<file path="src/rtl/ps2_key_status.sv">
// ---------------------------------------------------------------------------
// ps2_key_status
//   PS/2 keyboard receiver (scan-code set 2) with a make/break decoder.
//   It keeps a 10-bit "key currently held" vector for the servo data
//   controller. Bit map: 0=W 1=S 2=A 3=D 4=I 5=K 6=J 7=L 8=SPACE 9=ENTER.
//   Everything runs in the i_clk domain. The raw PS/2 lines are synchronised
//   on entry.
//
// Parameters
//   TIMEOUT_CYCLES    i_clk cycles without a PS/2 clock fall mid-frame
//                     before the partial frame is aborted
//
// Optional feature macro
//   PS2_PARITY_CHECK_EN  when defined, odd parity is enforced; otherwise the
//                        parity bit is captured but not checked
//
// Ports
//   i_clk              system clock
//   i_rst_n            asynchronous active-low reset
//   i_ps2_clk          raw PS/2 clock (asynchronous)
//   i_ps2_data         raw PS/2 data (asynchronous)
//   o_keyboard_status  held-key vector
//   o_scan_code        last correctly framed byte
//   o_code_valid       1-cycle pulse, o_scan_code updated
//   o_frame_err        1-cycle pulse, frame rejected (framing/parity/timeout)
// ---------------------------------------------------------------------------
module ps2_key_status #(
    parameter int TIMEOUT_CYCLES = 100000
) (
    input  logic       i_clk,
    input  logic       i_rst_n,
    input  logic       i_ps2_clk,
    input  logic       i_ps2_data,
    output logic [9:0] o_keyboard_status,
    output logic [7:0] o_scan_code,
    output logic       o_code_valid,
    output logic       o_frame_err
);

    localparam int IW = $clog2(TIMEOUT_CYCLES + 1);

    typedef enum logic [1:0] {
        ST_IDLE,
        ST_BREAK,
        ST_EXT,
        ST_EXT_BREAK
    } state_t;

    logic          r_clk_s1, r_clk_s2, r_clk_prev;
    logic          r_data_s1, r_data_s2;
    logic [10:0]   r_shift;
    logic [3:0]    r_bit_cnt;
    logic [IW-1:0] r_idle_cnt;
    logic [7:0]    r_scan_code;
    logic          r_code_valid;
    logic          r_frame_err;
    logic [9:0]    r_status;
    state_t        r_state;

    logic          w_fall;
    logic          w_parity_ok;
    logic          w_frame_ok;
    logic          w_mid_frame;
    logic [7:0]    w_byte;
    logic [9:0]    w_key_mask;
    logic          w_key_hit;
    state_t        w_state_next;
    logic [9:0]    w_status_next;

    // The previous synchronised clock sample gives the falling-edge detector.
    assign w_fall      = r_clk_prev & ~r_clk_s2;
    // Frame layout after 11 LSB-first shifts:
    // [0]=start, [8:1]=data, [9]=parity, [10]=stop.
    assign w_byte      = r_shift[8:1];
    assign w_parity_ok = ^r_shift[9:1];   // odd parity -> XOR of all nine bits is 1
    assign w_mid_frame = (r_bit_cnt >= 4'd1) && (r_bit_cnt <= 4'd10);

`ifdef PS2_PARITY_CHECK_EN
    assign w_frame_ok = ~r_shift[0] & r_shift[10] & w_parity_ok;
`else
    // The parity bit is captured but not enforced. OR-ing with 1 keeps it
    // referenced without giving it any effect on the result.
    assign w_frame_ok = ~r_shift[0] & r_shift[10] & (w_parity_ok | 1'b1);
`endif

    // ---------------- synchroniser, receiver, timeout ----------------
    always_ff @(posedge i_clk or negedge i_rst_n) begin
        if (!i_rst_n) begin
            r_clk_s1     <= 1'b1;
            r_clk_s2     <= 1'b1;
            r_clk_prev   <= 1'b1;
            r_data_s1    <= 1'b1;
            r_data_s2    <= 1'b1;
            r_shift      <= '0;
            r_bit_cnt    <= '0;
            r_idle_cnt   <= '0;
            r_scan_code  <= '0;
            r_code_valid <= 1'b0;
            r_frame_err  <= 1'b0;
        end else begin
            r_clk_s1     <= i_ps2_clk;
            r_clk_s2     <= r_clk_s1;
            r_clk_prev   <= r_clk_s2;
            r_data_s1    <= i_ps2_data;
            r_data_s2    <= r_data_s1;
            r_code_valid <= 1'b0;
            r_frame_err  <= 1'b0;

            if (r_bit_cnt == 4'd11) begin
                // Check cycle: the eleventh edge has been seen.
                r_bit_cnt  <= '0;
                r_idle_cnt <= '0;
                if (w_frame_ok) begin
                    r_scan_code  <= w_byte;
                    r_code_valid <= 1'b1;
                end else begin
                    r_frame_err  <= 1'b1;
                end
            end else if (w_fall) begin
                r_shift    <= {r_data_s2, r_shift[10:1]};
                r_bit_cnt  <= r_bit_cnt + 4'd1;
                r_idle_cnt <= '0;
            end else if (w_mid_frame) begin
                if (r_idle_cnt == IW'(TIMEOUT_CYCLES - 1)) begin
                    r_bit_cnt   <= '0;
                    r_idle_cnt  <= '0;
                    r_frame_err <= 1'b1;
                end else begin
                    r_idle_cnt <= r_idle_cnt + 1'b1;
                end
            end else begin
                r_idle_cnt <= '0;
            end
        end
    end

    // ---------------- make/break decoder ----------------
    always_comb begin
        w_key_mask = '0;
        case (r_scan_code)
            8'h1D:   w_key_mask = 10'h001;  // W
            8'h1B:   w_key_mask = 10'h002;  // S
            8'h1C:   w_key_mask = 10'h004;  // A
            8'h23:   w_key_mask = 10'h008;  // D
            8'h43:   w_key_mask = 10'h010;  // I
            8'h42:   w_key_mask = 10'h020;  // K
            8'h3B:   w_key_mask = 10'h040;  // J
            8'h4B:   w_key_mask = 10'h080;  // L
            8'h29:   w_key_mask = 10'h100;  // SPACE
            8'h5A:   w_key_mask = 10'h200;  // ENTER
            default: w_key_mask = '0;
        endcase
    end

    assign w_key_hit = |w_key_mask;

    always_comb begin
        w_state_next  = r_state;
        w_status_next = r_status;
        if (r_code_valid) begin
            case (r_state)
                ST_IDLE: begin
                    if (r_scan_code == 8'hF0)      w_state_next = ST_BREAK;
                    else if (r_scan_code == 8'hE0) w_state_next = ST_EXT;
                    else                           w_status_next = r_status | w_key_mask;
                end
                ST_BREAK: begin
                    if (w_key_hit) begin
                        w_status_next = r_status & ~w_key_mask;
                        w_state_next  = ST_IDLE;
                    end else if (r_scan_code == 8'hE0) begin
                        w_state_next = ST_EXT_BREAK;
                    end else begin
                        w_state_next = ST_IDLE;
                    end
                end
                // Extended keys are ignored; only the E0 F0 prefix needs tracking.
                ST_EXT: begin
                    if (r_scan_code == 8'hF0) w_state_next = ST_EXT_BREAK;
                    else                      w_state_next = ST_IDLE;
                end
                default: w_state_next = ST_IDLE;
            endcase
        end
    end

    always_ff @(posedge i_clk or negedge i_rst_n) begin
        if (!i_rst_n) begin
            r_state  <= ST_IDLE;
            r_status <= '0;
        end else begin
            r_state  <= w_state_next;
            r_status <= w_status_next;
        end
    end

    assign o_keyboard_status = r_status;
    assign o_scan_code       = r_scan_code;
    assign o_code_valid      = r_code_valid;
    assign o_frame_err       = r_frame_err;

endmodule

</file>
<file path="config.mk">
export PLATFORM = sky130hd
export DESIGN_NAME = ps2_key_status
export DESIGN_NICKNAME = d
export VERILOG_FILES = /design/src/rtl/ps2_key_status.sv
export SDC_FILE = /design/constraint.sdc
export NUM_CORES = 1
export LEC_CHECK = 0
export ABC_AREA = 0
export BUFFER_PORTS_ARGS = -buffer_cell sky130_fd_sc_hd__buf_2
export CORE_MARGIN = 8
export CORE_UTILIZATION = 66
export CTS_BUF_LIST = sky130_fd_sc_hd__clkbuf_4 sky130_fd_sc_hd__clkbuf_8
export DETAILED_ROUTE_END_ITERATION = 16
export HOLD_SLACK_MARGIN = 0.02
export PLACE_DENSITY = 0.91
export SLEW_MARGIN = 40
export SYNTH_ARGS = -nofsm -noshare
export SYNTH_HDL_FRONTEND = slang
export SYNTH_SLANG_ARGS = --single-unit
</file>
<file path="constraint.sdc">
create_clock -name i_clk -period 3.9 [get_ports i_clk]
set_input_delay 0.585 -clock i_clk [delete_from_list [all_inputs] [get_ports i_clk]]
set_output_delay 0.585 -clock i_clk [all_outputs]
set_load 0.1 [all_outputs]
</file>
# ---- Yosys cells after proc, flatten, opt, wreduce, memory -nomap -nowiden
# Cells that the tools add are included.
dict set report totals {
  regBits 59
  wordCells 82
  out_inout_bits 20
  inputBits 4
}
dict set report op_classes {
  n_addsub 2
  magnitude_cmp 2
  n_reduce_logical 11
  muxes 26
  eq_ne 20
  bitwise 8
}
# operator n
set ops {}
lappend ops {{10-bit case mux with 10 select lines} 1}
lappend ops {{17-bit 2-to-1 mux} 4}
lappend ops {{8-bit by 7-bit equality test with 1-bit output, second input constant} 4}
lappend ops {{10-bit 2-to-1 mux} 3}
lappend ops {{8-bit by 5-bit equality test with 1-bit output, second input constant} 3}
lappend ops {{8-bit by 6-bit equality test with 1-bit output, second input constant} 3}
lappend ops {{10-bit case mux with 2 select lines} 1}
lappend ops {{17-bit by 1-bit adder with 17-bit output, second input constant} 1}
lappend ops {{17-bit equality test, second input constant} 1}
lappend ops {{8-bit equality test, second input constant} 2}
lappend ops {{4-bit 2-to-1 mux} 4}
lappend ops {{10-bit bitwise AND} 1}
lappend ops {{2-bit 2-to-1 mux} 5}
lappend ops {{10-bit NOT} 1}
lappend ops {{10-bit bitwise OR} 1}
lappend ops {{10-bit OR reduction} 1}
lappend ops {{2-bit AND reduction} 4}
lappend ops {{1-bit 2-to-1 mux} 7}
lappend ops {{2-bit inequality test, second input constant} 3}
lappend ops {{2-bit case mux with 3 select lines} 1}
lappend ops {{3-bit nonzero test} 2}
lappend ops {{5-bit AND reduction} 1}
lappend ops {{4-bit by 1-bit adder with 4-bit output, second input constant} 1}
lappend ops {{4-bit equality test, second input constant} 1}
lappend ops {{10 further kinds} 13}

# ---- Longest topological paths before layout
dict set report depth {
  depth_word 6
  mapped_depth 7
  ltp_nobuf 6
}

# ---- Least setup slack after synthesis
# No wires, ideal clock.
dict set report synth_timing {
  kind {register -> register}
  from {register r_scan_code[6], in the netlist o_scan_code[6]}
  to {register (tool-made name)}
  arrival_time_ns 2.091
  stages_incl_launch_ff 5
  n_path_buf 0
  required_ns 3.775
  slack_ns 1.684
  synth_period_minus_slack_ns 2.216
  setup_time_ns 0.125
  cell_sequence {dfrtp_1 > or3b_4 > nor3b_4 > nand3_2 > mux2_4}
}
# item line_no
set synth_rtl {}
lappend synth_rtl {{start: declaration} 54} ;# logic [7:0] r_scan_code;
lappend synth_rtl {{start signal: assignment} 114} ;# r_scan_code <= w_byte;

==> flow_summary.toml <==
[route]
wl_per_cell_um = 16.26
via_per_inst = 5.879
first_iter_violations = 154
vias = 1799
post-route-drc-count = 0
wl_um = 4977
ant_nets = 0
firstDrtPassIters = 4

[floorplanning]
die_w_um = 80.08
start_util = 0.6824
num_rows = 23
die_area_mm2 = 0.006413
die_h_um = 80.08
io_pins = 24
coreArea_mm2 = 0.003971

[worst_setup_path]
critPathRequiredTime_ns = 4.11
critical_path_peak_fanout = 12
startpoint_type = "flip-flop"
endpoint_kind = "flip-flop"
r2r-start = "o_scan_code[4]"
path_class = "flip-flop to flip-flop"
critical_path_arrival_ns = 2.26
ff2ff_setup_slack_ns = 1.86
reg2reg_depth = 4

[timing]
report.final.slew_viol_count = 0
fin_ws_ns = 1.859
post-route-min-period_ns = 2.041
grt_setup_unrepaired = "no"
finalSetupTns_ns = 0
hold_violations = 0
max_freq_mhz = 489.9
relSlewSlack = 0.4219
fin_crit_sh = 0.5234
setup_viol = 0
finClkSkew_ns = 0.006526
worst_slew_pin_slew_ns = 0.8552

[placed_design]
place_ws_ns = 1.954
placedCellCount = 291
hpwl_um = 3399
gp_congestion = 0.8570
place.port_buffers = 23

[cts]
htreeDepth = 3
post_cts_resized = 0
insertion_delay_ns = 0.33
clockBufferDepth = 2
post_cts_buffers = 0
cts_root_buffer = "clkbuf_8"
postCtsHoldBufs = 0
cts.sinks = 59
cts_tree = "done"
cts_made_buffers = 9
cts.clk_slew.worst_paths_ns = 0.06

[power_and_ir_drop]
p_leak_nw = 1.424
design_power_total_mw = 1.938
peakVddDrop_mv = 0.4006
p_seq_frac = 0.447
power.density_mw_per_mm2 = 637.9
netSwitchingPower_mw = 0.7550
combPwrFrac = 0.291
power_frac_clock = 0.261
swShare = 0.3896
intPower_mw = 1.183

[synthesis]
ys.flop_type = "dfrtp_1"
syn_area_mm2 = 0.002710
synthCells = 224
synth-edff-count = 0
async_reset_ff_frac = 1.000
yosysSeqAreaShare = 0.5471
ys_ff_latch = 59
synthesis.nets = 233
ys_warn_count = 0
synth_cell_type_count = 41
synth_area_per_cell_um2 = 12.10

[layout]
final_common_cell = "dfrtp_1"
drive_above_1_share = 0.3164
fin_cells = 306
fillers = 251
syn2layout_area_growth_pct = 12.10
seq_area_mm2 = 0.001483
diodes = 0
multi_input_area_mm2 = 0.001157
final_cell_mix = "54 x dfrtp_1, 26 x mux2_2, 24 x nor2_1"
nets = 261

[worst_hold_path]
min_path_type = "input port to async pin"

[global_route]
grtUsageTotal = 0.1692
grt_max_degree = 32
grt_overflow = 0
grt.met2_usage = 0.2652
antenna_found_initial = 0
busiest_layer = "met2"
grt_first_pass_wirelength_um = 8404
grt_use_met1 = 0.2093
grt_pass1_vias = 1818
grt_use_met3 = 0.04241

[flow_run]
cap_violations = 0

[status]
status = "finished, final reports clean"
final cells by class:
type,instances,share of cell area
repair buffers,25,0.04283
multi-input cells,151,0.3810
clock buffers,13,0.05684
clock inverters,2,0.003295
inverters,6,0.007414
flip-flops and latches,59,0.4881
well taps,50,0.02059
worst max-delay path by stage:
stage	from	end	slack [ns]	depth (start not counted)
4_1_cts	o_scan_code[4]	flip-flop	1.88	4
3_5_place_dp	o_scan_code[4]	flip-flop	1.95	4
2_1_floorplan	o_scan_code[6]	flip-flop	1.68	4
5_1_grt	o_scan_code[4]	flip-flop	1.75	4
3_3_place_gp	o_scan_code[4]	flip-flop	2.10	4
6_report	o_scan_code[4]	flip-flop	1.86	4
power by group through the flow:
stage / registers, mW / logic, mW / clock network, mW
floorplan: 1.06 / 0.263 / 0
global route: 0.890 / 0.603 / 0.539
global placement: 0.863 / 0.553 / 0
CTS: 0.864 / 0.568 / 0.514
finish: 0.867 / 0.564 / 0.507
detailed placement: 0.875 / 0.565 / 0
kinds of logic after synthesis:
kind of cell	after synthesis	share of synthesized area
fa+ha+maj	5	0.02308
xor+xnor	15	0.04848
buf+inv	14	0.02585
flops	59	0.5471
compound gates	15	0.03971
simple gates	89	0.2022
mux	27	0.1136
metal layers:
metal / share of wire / vias up
met1: 0.45 / 885
met2: 0.48 / 39
li1: - / 865
met4: 0.019 / 0
met5: 0 / -
met3: 0.054 / 10
cells in the mapped netlist, drive strengths merged, types with 2 or more instances:
library cell / instances / area share
dfrtp: 54 / 0.50
mux2: 27 / 0.11
nor2: 24 / 0.033
nand3: 10 / 0.020
nand2: 9 / 0.012
nand4: 9 / 0.021
xor2: 8 / 0.026
buf: 7 / 0.016
xnor2: 7 / 0.023
inv: 6 / 0.0083
nor3b: 6 / 0.021
and4: 5 / 0.016
dfstp: 5 / 0.048
ha: 5 / 0.023
a21oi: 3 / 0.0055
a31o: 3 / 0.0097
nand2b: 3 / 0.0069
nor3: 3 / 0.0055
nor4b: 3 / 0.0097
o22ai: 3 / 0.0069
a31oi: 2 / 0.0046
a41oi: 2 / 0.0065
and2: 2 / 0.0046
and3: 2 / 0.0046
and4bb: 2 / 0.0092
nand3b: 2 / 0.010
nor2b: 2 / 0.0046
nor4: 2 / 0.0046
nor4bb: 2 / 0.0074
critical path, cell delays in order, from the launching register on:
cell,delay (ns)
dfrtp_1,0.55
nor4b_1,0.75
nand3_1,0.16
nor2_1,0.13
mux2_2,0.34
metrics by stage:
stage               hold slack (ns)  utilization  instance area [um^2]
floorplan                    0.2894            -                  2710
global placement             0.3455       0.7190                  2855
detailed placement           0.3479       0.7190                  2855
CTS                          0.2890       0.7650                  3038
global route                 0.3294       0.7650                  3038
finish                       0.2841       0.7650                  3038
(Power assumes the default switching activity.)
